==> src/rtl/link_receiver.sv <==
// link_receiver: synchronise and debounce inter-board direction lines into clean levels plus press/release strobes
// ports: clk; rst (sync, active-low); link_in raw lines; level filtered state; rise/fall one-cycle strobes;
//        changed registered OR of strobes; any_active OR of level
module link_receiver #(
  parameter int WIDTH = 10,
  parameter int STABLE_CYCLES = 1000,
  parameter int CNT_W = 10
) (
  input  logic             clk,
  input  logic             rst,
  input  logic [WIDTH-1:0] link_in,
  output logic [WIDTH-1:0] level,
  output logic [WIDTH-1:0] rise,
  output logic [WIDTH-1:0] fall,
  output logic             changed,
  output logic             any_active
);
  localparam logic [CNT_W-1:0] LAST = CNT_W'(STABLE_CYCLES - 1);
  logic [WIDTH-1:0] sync1, sync2, hit;
  logic [CNT_W-1:0] cnt [WIDTH];
  logic [CNT_W-1:0] cnt_nxt [WIDTH];
  // hit marks a channel whose deviation has lasted long enough to be accepted this edge
  always_comb begin
    for (int i = 0; i < WIDTH; i++) begin
      hit[i] = (sync2[i] != level[i]) && (cnt[i] == LAST);
      cnt_nxt[i] = (sync2[i] == level[i] || hit[i]) ? '0 : cnt[i] + 1'b1;
    end
  end
  always_ff @(posedge clk) begin
    if (!rst) begin
      sync1 <= '0;
      sync2 <= '0;
      level <= '0;
      rise <= '0;
      fall <= '0;
      changed <= 1'b0;
      cnt <= '{default: '0};
    end else begin
      sync1 <= link_in;
      sync2 <= sync1;
      level <= (level & ~hit) | (sync2 & hit);
      rise <= hit & sync2;
      fall <= hit & ~sync2;
      changed <= |hit;
      cnt <= cnt_nxt;
    end
  end
  assign any_active = |level;
endmodule

==> config.mk <==
export PLATFORM = sky130hd
export DESIGN_NAME = link_receiver
export DESIGN_NICKNAME = d
export VERILOG_FILES = /design/src/rtl/link_receiver.sv
export SDC_FILE = /design/constraint.sdc
export NUM_CORES = 1
export LEC_CHECK = 0
export BUFFER_PORTS_ARGS = -buffer_cell sky130_fd_sc_hd__buf_4
export CORE_ASPECT_RATIO = 0.6
export CORE_MARGIN = 2
export CORE_UTILIZATION = 30
export CTS_BUF_LIST = sky130_fd_sc_hd__clkbuf_4
export DETAILED_ROUTE_END_ITERATION = 8
export HOLD_SLACK_MARGIN = 0.06
export PLACE_DENSITY = 0.58
export SLEW_MARGIN = 10
export SYNTH_ARGS = -nofsm -noshare
export SYNTH_HDL_FRONTEND = slang
export SYNTH_SLANG_ARGS = --single-unit
==> constraint.sdc <==
create_clock -name clk -period 3 [get_ports clk]
set_input_delay 0.6 -clock clk [delete_from_list [all_inputs] [get_ports clk]]
set_output_delay 0.6 -clock clk [all_outputs]
set_load 0.03 [all_outputs]
# After elaboration in Yosys (flattened, before gate mapping)
# Cells that the tools add are included.
[classes]
eq_ne = 30
reduce_logical = 32
bitwise = 7
add_sub_neg = 10
[ops]
columns = ["cell", "n"]
rows = [
  ["$add 10x1->10 const B", 10],
  ["$eq 10x10->1 const B", 10],
  ["$and 10x10->10", 3],
  ["$not 10->10", 2],
  ["$reduce_or 10->1", 2],
  ["$reduce_or 2->1", 10],
  ["$eq 1x1->1", 10],
  ["$logic_and 1x1->1", 10],
  ["$logic_or 1x1->1", 10],
  ["$ne 1x1->1", 10],
  ["$or 10x10->10", 1],
  ["$not 1->1", 1],
]
[word_totals]
inputBits = 12
register_bits = 151
elab_cells = 95
output_inout_bits = 32

# Longest topological paths before layout
# Gate-level depths: netlist of run 1.
[depth]
depth_word = 5
mapped_depth = 6
depth_no_buf = 6

# Worst setup path before layout of run 1
# OpenSTA, ideal clock, no wires.
[synth_path]
path_type = "register to output"
startpoint = "register (tool-made name)"
endpoint = "output any_active"
stages_incl_launch_ff = 3
path_slack_ps = 1377
n_path_buf = 0
required_time_ps = 2400
arrival_ps = 1023
path_cell_list = "dfxtp_1 nor4_1 nand3_1"
[synth_rtl]
columns = ["item", "line", "rtl"]
rows = [
  ["to (decl)", "16", "output logic any_active"],
]

==> flow_results.xml, run 1 <==
<?xml version="1.0" encoding="UTF-8"?>
<metrics>
  <group name="finish">
    <metric name="areaGrowthSynthToFinish" unit="%">16.3</metric>
    <metric name="post-route-util" unit="">0.355</metric>
    <metric name="antenna_cells" unit="">0</metric>
    <metric name="layout.nets" unit="">678</metric>
    <metric name="filler_cell_count" unit="">1937</metric>
    <metric name="final_cell_count_no_fill" unit="">915</metric>
    <metric name="final_cell_area" unit="um2">6720</metric>
    <metric name="most_frequent_cells_in_the_layout" unit="">sky130_fd_sc_hd__dfxtp_1 (151), sky130_fd_sc_hd__nor2_1 (121), sky130_fd_sc_hd__xor2_1 (45), sky130_fd_sc_hd__buf_4 (43), sky130_fd_sc_hd__xnor2_1 (38)</metric>
    <metric name="layout.cells.most_common" unit="">sky130_fd_sc_hd__dfxtp_1</metric>
    <metric name="drive_gt1_frac" unit="">0.143</metric>
  </group>
  <group name="grt">
    <metric name="grtUsageTotal" unit="">0.114</metric>
    <metric name="antenna_found_initial" unit="">0</metric>
    <metric name="grt_pass1_wl" unit="um">18500</metric>
    <metric name="grt_pass1_vias" unit="">3677</metric>
    <metric name="grt_remaining_overflow" unit="">0</metric>
    <metric name="grt_max_degree" unit="">43</metric>
  </group>
  <group name="routing">
    <metric name="dr_total_vias" unit="">3965</metric>
    <metric name="ant_nets" unit="">0</metric>
    <metric name="dr.pass1.iters" unit="">4</metric>
    <metric name="wl_per_cell" unit="um">12.0</metric>
    <metric name="drt_iter0_markers" unit="">215</metric>
    <metric name="route.detailed.drc" unit="">0</metric>
    <metric name="postRouteWirelength" unit="um">11000</metric>
    <metric name="vias_per_cell" unit="">4.33</metric>
  </group>
  <group name="synthesis">
    <metric name="synthesis.yosys.warnings" unit="">0</metric>
    <metric name="synth_xor_xnor_area_share" unit="">0.126</metric>
    <metric name="synthFlopType" unit="">sky130_fd_sc_hd__dfxtp_1</metric>
    <metric name="syn_avg_cell_area" unit="um2">9.62</metric>
    <metric name="synth_simple_gate_area_frac" unit="">0.278</metric>
    <metric name="async_reset_ff_frac" unit="">0</metric>
    <metric name="netlist_instances" unit="">601</metric>
    <metric name="synth_compound_area_frac" unit="">0.0214</metric>
    <metric name="ys_types" unit="">41</metric>
    <metric name="synth_nets" unit="">623</metric>
    <metric name="synth_seq_cells" unit="">151</metric>
    <metric name="post_synth_fa_ha_maj_area_fraction" unit="">0.0216</metric>
    <metric name="synth.cell_area" unit="um2">5780</metric>
    <metric name="synth.area.mux_share" unit="">0.0156</metric>
    <metric name="synth_top_family_by_area" unit="">simple AND/OR/NAND/NOR gates</metric>
    <metric name="synth_edf_count" unit="">0</metric>
    <metric name="ys_seq_area_frac" unit="">0.523</metric>
  </group>
  <group name="setup_path">
    <metric name="worst_reg2reg_setup_slack" unit="ns">1.15</metric>
    <metric name="endpoint" unit="">any_active</metric>
    <metric name="crit_family" unit="">simple AND/OR/NAND/NOR gates</metric>
    <metric name="critPathKind" unit="">flip-flop to output pin</metric>
    <metric name="slowest_stage_cell_on_the_critical_path" unit="">sky130_fd_sc_hd__dfxtp_1</metric>
    <metric name="worst_r2r_endpoint" unit="">cnt[61]</metric>
    <metric name="kind_of_capture_point_of_the_worst_setup_path" unit="">output pin</metric>
    <metric name="crit_chain" unit="">nor4_1, nand3_1, buf_4</metric>
    <metric name="maximum_fanout_encountered_on_the_critical_timing_path" unit="">6</metric>
    <metric name="critPathArrivalTime" unit="ns">1.63</metric>
    <metric name="worst-r2r-cell-count" unit="">5</metric>
    <metric name="cp.required" unit="ns">2.40</metric>
    <metric name="critPathLaunchType" unit="">flip-flop</metric>
    <metric name="worst_path_largest_cell_delay" unit="ns">0.40</metric>
    <metric name="rr_startpoint" unit="">cnt[60]</metric>
    <metric name="worst-path-stages" unit="">3</metric>
    <metric name="timing.critical_path.buf_inv" unit="">1</metric>
  </group>
  <group name="timing">
    <metric name="maxSlewHeadroom" unit="">0.581</metric>
    <metric name="finalHoldViolations" unit="">0</metric>
    <metric name="rsz0062_at_grt" unit="">no</metric>
    <metric name="worst_setup_slack_after_layout" unit="ns">0.773</metric>
    <metric name="period_utilization" unit="">0.742</metric>
    <metric name="fin_tns_setup" unit="ns">0</metric>
    <metric name="maxSlewViolCount" unit="">0</metric>
    <metric name="fmax" unit="MHz">449</metric>
    <metric name="post-route-min-period" unit="ns">2.23</metric>
    <metric name="worst-slew-pin-transition" unit="ns">0.623</metric>
    <metric name="fin_skew" unit="ns">0.0177</metric>
    <metric name="report.final.setup_viol" unit="">0</metric>
    <metric name="whs" unit="ns">0.282</metric>
  </group>
  <group name="clocking">
    <metric name="cts_buf_count" unit="">17</metric>
    <metric name="cts.root.buffer_cell" unit="">sky130_fd_sc_hd__clkbuf_4</metric>
    <metric name="bufs_on_longest_clock_path" unit="">2</metric>
    <metric name="worstSkewPairLatency" unit="ns">0.52</metric>
    <metric name="cts.sinks" unit="">151</metric>
    <metric name="tritoncts" unit="">built</metric>
    <metric name="cts.htree.levels" unit="">4</metric>
    <metric name="cts.repair.resized" unit="">0</metric>
    <metric name="hold_buffers" unit="">0</metric>
    <metric name="path_clk_slew" unit="ns">0.12</metric>
    <metric name="cts_post_setup_buffers_inserted" unit="">0</metric>
  </group>
  <group name="power">
    <metric name="power" unit="mW">3.56</metric>
    <metric name="power_switching" unit="uW">769</metric>
    <metric name="proportion_of_total_power_due_to_net_switching" unit="">0.216</metric>
    <metric name="power.internal" unit="mW">2.79</metric>
    <metric name="p_comb_frac" unit="">0.016</metric>
    <metric name="clock_power_frac" unit="">0.413</metric>
    <metric name="static-leakage-power" unit="nW">2.38</metric>
    <metric name="pwr_density_cell" unit="nW/um2">530</metric>
    <metric name="power_frac_seq" unit="">0.571</metric>
    <metric name="irDropWorstVdd" unit="uV">331</metric>
  </group>
  <group name="place">
    <metric name="place.detailed.instances" unit="">883</metric>
    <metric name="port_buffers" unit="">43</metric>
    <metric name="dpl-instance-area" unit="um2">6380</metric>
    <metric name="final_wtd_congestion" unit="">0.742</metric>
    <metric name="dpl_wire_length" unit="um">7720</metric>
    <metric name="pre_cts_slack" unit="ns">1.02</metric>
  </group>
  <group name="floorplanning">
    <metric name="die_w" unit="um">183</metric>
    <metric name="floorplan.die.height" unit="um">112</metric>
    <metric name="placement_rows" unit="">39</metric>
    <metric name="core_area" unit="um2">18900</metric>
    <metric name="start_util" unit="">0.305</metric>
    <metric name="fp.dieArea" unit="um2">20400</metric>
    <metric name="floorplan.io_pins" unit="">44</metric>
  </group>
  <group name="run_status">
    <metric name="outcome" unit="">completed</metric>
  </group>
  <group name="min_path">
    <metric name="timing.hold.worst.class" unit="">primary input to flip-flop</metric>
    <metric name="min_delay_path_depth" unit="">2</metric>
  </group>
  <group name="job">
    <metric name="maxCapViolations" unit="">0</metric>
  </group>
</metrics>
-- layout make-up --
| type | count | area (um2) | share of cell area |
|---|---|---|---|
| clock inverter | 14 | 206 | 0.0307 |
| tap | 246 | 308 | 0.0458 |
| clock buffer | 18 | 135 | 0.0201 |
| multi-input combinational | 429 | 2670 | 0.398 |
| sequential | 151 | 3020 | 0.450 |
| timing repair buffer | 43 | 323 | 0.0480 |
| inverter | 14 | 52.6 | 0.00782 |
-- worst min-delay path by stage --
| stage | start | endpoint | slack, ns |
|---|---|---|---|
| 6_report | link_in[8] | sync1[8] | 0.28 |
| 5_1_grt | link_in[3] | sync1[3] | 0.24 |
| 4_1_cts | link_in[8] | sync1[8] | 0.24 |
| 3_5_place_dp | sync1[9] | sync2[9] | 0.42 |
| 3_3_place_gp | sync1[9] | sync2[9] | 0.42 |
| 2_1_floorplan | sync1[0] | sync2[0] | 0.41 |
-- kinds of logic after synthesis --
group,Yosys count
and+or+nand+nor,306
AOI/OAI and AO/OA,21
DFF,151
adders and majority gates,10
buffers and inverters,21
muxes,9
xor gates and xnor gates,83
-- layer usage --
layer,vias to the layer above,part of all wire,track usage
li1,2128,-,-
met1,1771,0.57,0.172
met2,55,0.38,0.153
met3,11,0.035,0.0288
met4,0,0.014,0.0459
met5,-,0,0
-- power by group through the flow --
stage,clock [mW],sequential (mW),combinational [mW]
2_1_floorplan,0,2.07,0.0364
3_5_place_dp,0,2.08,0.0577
4_1_cts,1.51,2.03,0.0577
6_report,1.47,2.03,0.0569
5_1_grt,1.61,2.04,0.0648
3_3_place_gp,0,2.08,0.0574
-- synthesized netlist by cell type (4+ instances only) --
cell type                  instances  share of area
sky130_fd_sc_hd__a21oi_1           8         0.0069
sky130_fd_sc_hd__and2_1           22          0.024
sky130_fd_sc_hd__and3_1           15          0.016
sky130_fd_sc_hd__buf_2             4         0.0035
sky130_fd_sc_hd__dfxtp_1         151           0.52
sky130_fd_sc_hd__ha_1             10          0.022
sky130_fd_sc_hd__inv_1            13         0.0084
sky130_fd_sc_hd__mux2i_1           9          0.016
sky130_fd_sc_hd__nand2_1          37          0.024
sky130_fd_sc_hd__nand3_1          36          0.031
sky130_fd_sc_hd__nand3b_2          6          0.012
sky130_fd_sc_hd__nand4_1          14          0.015
sky130_fd_sc_hd__nand4b_1          5         0.0076
sky130_fd_sc_hd__nor2_1          121          0.079
sky130_fd_sc_hd__nor3_1            6         0.0052
sky130_fd_sc_hd__nor3b_1          16          0.021
sky130_fd_sc_hd__o21ai_0           7         0.0061
sky130_fd_sc_hd__or3_1             7         0.0076
sky130_fd_sc_hd__xnor2_1          38          0.058
sky130_fd_sc_hd__xor2_1           45          0.068
-- worst reg2reg max path: cells and delay by family (launching register included) --
family        cells  cell delay, ns
flops             1            0.39
simple gates      4            1.12
fa+ha+maj         1            0.24
-- registers in the layout, indices dropped and copies added (netlist names), named ones only --
register / flops
rise: 10
sync2: 10
fall: 10
sync1: 10
changed: 1
cnt: 100
Note: power is estimated with default switching activity, not from simulation.
==> run 2: changes to the inputs <==
ABC_AREA = 1   (was not set)
PLACE_DENSITY = 0.59   (was 0.58)
clock period = 1.8 ns   (was 3 ns; I/O delays follow)
==> run 2 against run 1 <==
Against the previous run:
- the flow now finishes with violations (setup timing)
- global-route usage rose by 1.1 points
- critical path depth did not move
- synthesized cell count rose by 30%
- die area rose by 7.2%
- register-to-register slack got worse by 0.86 ns
- worst hold slack got worse by 0.13 ns
- via count rose by 23%
- sequential cell count did not move
- cell count rose by 25%
- cell area rose by 10%
- sequential share of layout area fell by 3.9 points
==> flow_results.xml, run 2 <==
<?xml version="1.0" encoding="UTF-8"?>
<metrics>
  <group name="synthesis">
    <metric name="synth_nets" unit="">802</metric>
    <metric name="synth_top_area_frac" unit="">0.487</metric>
    <metric name="ys_seq_area_frac" unit="">0.487</metric>
    <metric name="synth_area_leaders" unit="">sky130_fd_sc_hd__dfxtp_1 (49%), sky130_fd_sc_hd__nand2_1 (8.2%), sky130_fd_sc_hd__nor2_1 (7.2%)</metric>
    <metric name="synthFlopType" unit="">sky130_fd_sc_hd__dfxtp_1</metric>
    <metric name="synthesis.yosys.warnings" unit="">0</metric>
    <metric name="list_of_most_frequent_post_synthesis_cells" unit="">sky130_fd_sc_hd__dfxtp_1 (151), sky130_fd_sc_hd__nand2_1 (135), sky130_fd_sc_hd__nor2_1 (119), sky130_fd_sc_hd__inv_1 (100), sky130_fd_sc_hd__a21oi_1 (38)</metric>
    <metric name="syn_avg_cell_area" unit="um2">7.96</metric>
    <metric name="netlist_instances" unit="">780</metric>
    <metric name="synthMostInstantiatedCell" unit="">sky130_fd_sc_hd__dfxtp_1</metric>
    <metric name="synth.cell_area" unit="um2">6210</metric>
    <metric name="synth_edf_count" unit="">0</metric>
    <metric name="synth_seq_cells" unit="">151</metric>
    <metric name="synth_top_cell_by_area" unit="">sky130_fd_sc_hd__dfxtp_1</metric>
    <metric name="async_reset_ff_frac" unit="">0</metric>
    <metric name="ys_types" unit="">41</metric>
  </group>
  <group name="grt">
    <metric name="grt_pass1_wl" unit="um">21700</metric>
    <metric name="antenna_found_initial" unit="">0</metric>
    <metric name="grtUsageTotal" unit="">0.125</metric>
    <metric name="grt_remaining_overflow" unit="">0</metric>
    <metric name="grt_max_degree" unit="">20</metric>
    <metric name="grt_pass1_vias" unit="">4518</metric>
  </group>
  <group name="routing">
    <metric name="wl_per_cell" unit="um">11.2</metric>
    <metric name="vias_per_cell" unit="">4.29</metric>
    <metric name="route.detailed.drc" unit="">0</metric>
    <metric name="dr_total_vias" unit="">4891</metric>
    <metric name="drt_iter0_markers" unit="">290</metric>
    <metric name="postRouteWirelength" unit="um">12700</metric>
    <metric name="dr.pass1.iters" unit="">4</metric>
    <metric name="ant_nets" unit="">0</metric>
  </group>
  <group name="setup_path">
    <metric name="maximum_fanout_encountered_on_the_critical_timing_path" unit="">2</metric>
    <metric name="critPathKind" unit="">flip-flop to output pin</metric>
    <metric name="cp.required" unit="ns">1.44</metric>
    <metric name="kind_of_capture_point_of_the_worst_setup_path" unit="">output pin</metric>
    <metric name="critPathLaunchType" unit="">flip-flop</metric>
    <metric name="critPathArrivalTime" unit="ns">1.54</metric>
    <metric name="rr_startpoint" unit="">cnt[60]</metric>
  </group>
  <group name="run_status">
    <metric name="failing_checks" unit="">setup timing</metric>
    <metric name="outcome" unit="">finished, violations left</metric>
  </group>
  <group name="floorplanning">
    <metric name="die_w" unit="um">190</metric>
    <metric name="floorplan.die.height" unit="um">115</metric>
    <metric name="placement_rows" unit="">40</metric>
    <metric name="fp.dieArea" unit="um2">21900</metric>
    <metric name="floorplan.io_pins" unit="">44</metric>
    <metric name="core_area" unit="um2">20200</metric>
    <metric name="start_util" unit="">0.308</metric>
  </group>
  <group name="min_path">
    <metric name="timing.hold.worst.class" unit="">primary input to flip-flop</metric>
    <metric name="worstHoldStart" unit="">rst</metric>
  </group>
  <group name="clocking">
    <metric name="cts.root.buffer_cell" unit="">sky130_fd_sc_hd__clkbuf_4</metric>
    <metric name="bufs_on_longest_clock_path" unit="">2</metric>
    <metric name="cts_buf_count" unit="">17</metric>
    <metric name="tritoncts" unit="">built</metric>
    <metric name="cts.htree.levels" unit="">4</metric>
    <metric name="cts.sinks" unit="">151</metric>
    <metric name="path_clk_slew" unit="ns">0.13</metric>
    <metric name="worstSkewPairLatency" unit="ns">0.57</metric>
  </group>
  <group name="timing">
    <metric name="fin_skew" unit="ns">0.0287</metric>
    <metric name="report.final.setup_viol" unit="">1</metric>
    <metric name="maxSlewHeadroom" unit="">0.707</metric>
    <metric name="finalHoldViolations" unit="">0</metric>
    <metric name="fmax" unit="MHz">527</metric>
    <metric name="post-route-min-period" unit="ns">1.90</metric>
    <metric name="rsz0062_at_grt" unit="">yes</metric>
    <metric name="worst_setup_slack_after_layout" unit="ns">-0.0987</metric>
    <metric name="maxSlewViolCount" unit="">0</metric>
    <metric name="worst-slew-pin-transition" unit="ns">0.437</metric>
    <metric name="period_utilization" unit="">1.05</metric>
  </group>
  <group name="place">
    <metric name="dpl-instance-area" unit="um2">6880</metric>
    <metric name="port_buffers" unit="">43</metric>
    <metric name="dpl_wire_length" unit="um">9310</metric>
    <metric name="final_wtd_congestion" unit="">0.796</metric>
  </group>
  <group name="finish">
    <metric name="final_cell_area" unit="um2">7400</metric>
    <metric name="areaGrowthSynthToFinish" unit="%">19.3</metric>
    <metric name="post-route-util" unit="">0.367</metric>
    <metric name="most_frequent_cells_in_the_layout" unit="">sky130_fd_sc_hd__dfxtp_1 (145), sky130_fd_sc_hd__nand2_1 (135), sky130_fd_sc_hd__nor2_1 (119), sky130_fd_sc_hd__inv_1 (100), sky130_fd_sc_hd__buf_4 (51)</metric>
    <metric name="filler_cell_count" unit="">2112</metric>
    <metric name="layout.nets" unit="">878</metric>
    <metric name="number_of_flip_flops_under_the_largest_register_name" unit="">100</metric>
    <metric name="layout.cells.most_common" unit="">sky130_fd_sc_hd__dfxtp_1</metric>
    <metric name="drive_gt1_frac" unit="">0.173</metric>
    <metric name="antenna_cells" unit="">0</metric>
    <metric name="largest_register" unit="">cnt</metric>
  </group>
  <group name="power">
    <metric name="static-leakage-power" unit="nW">2.82</metric>
    <metric name="pwr_density_cell" unit="nW/um2">808</metric>
    <metric name="irDropWorstVdd" unit="uV">426</metric>
  </group>
  <group name="job">
    <metric name="maxCapViolations" unit="">0</metric>
  </group>
</metrics>
[run 2: cell types whose count changed in the layout (fill, tap and decap cells not counted), sizes merged, moves of 10 or more]
cell,previous run,this run
dlygate4sd3,0,10
o21ai,7,18
nor3,8,42
a21oi,8,41
inv,14,108
nand2,37,146
xor2,45,21
nand4,14,24
nor3b,18,8
and2,22,4
xnor2,38,8
and3,15,1
[run 2: worst max-delay path, cell delays in order, from the launching register on]
cell                      delay [ns]
sky130_fd_sc_hd__dfxtp_4        0.38
sky130_fd_sc_hd__nor4_4         0.29
sky130_fd_sc_hd__nand4_1        0.15
sky130_fd_sc_hd__buf_6          0.16
[run 2: cells by family (layout without fill, tap and decap cells)]
group | count (synthesis) | count (layout) | synth area share
compound gates | 62 | 62 | 0.0532
xor+xnor | 29 | 29 | 0.0421
fa+ha+maj | 10 | 10 | 0.0202
buf+inv | 112 | 200 | 0.0695
flops | 151 | 151 | 0.487
simple gates | 416 | 416 | 0.328
[run 2: metrics by stage]
stage	hold slack, ns	setup WS, ns	std cells	total power, mW	TNS, ns
after floorplan	0.390	0.371	780	3.54	0
after global placement	0.393	0.239	1096	3.58	0
after detailed placement	0.401	0.228	1096	3.58	0
after CTS	0.0922	-0.199	1138	6.08	-0.199
after global routing	0.102	-0.200	1141	6.25	-0.200
final	0.149	-0.0987	1141	5.98	-0.0987
[run 2: report_power, final]
part | internal, mW | leakage, nW | total [mW] | switching [mW]
registers | 3.36 | 1.23 | 3.38 | 0.0168
clock network | 1.24 | 0.172 | 2.46 | 1.22
logic | 0.0568 | 1.43 | 0.139 | 0.0824
[run 2: per-layer routing]
layer,vias to the layer above,GRT usage,share of wire
li1,2673,-,-
met2,60,0.174,0.39
met5,-,0,0
met1,2146,0.184,0.56
met3,12,0.0373,0.045
met4,0,0.0403,0.012
[run 2: worst paths after layout]
path                endpoint  slack (ns)  cells after the start
setup / recovery  any_active        -0.1                      3
hold / removal      sync2[9]        0.15                      3
setup reg to reg     cnt[68]        0.29                      8
hold reg to reg     sync2[9]        0.42                      2
[run 2: timing repair]
item,CTS,global route
endpoints found under the setup margin,1,1
gates resized for setup,10,5
pin swaps,2,2
buffers inserted,1,3
hold buffers,10,0
hold endpoints to repair,10,0
[run 2: cell type report]
cell class	count	area, um2	share of cell area
sequential	151	3040	0.411
clock inverter	13	204	0.0276
timing repair buffer	62	494	0.0668
multi-input combinational	517	2780	0.376
inverter	107	404	0.0546
clock buffer	18	135	0.0183
tap	273	342	0.0461
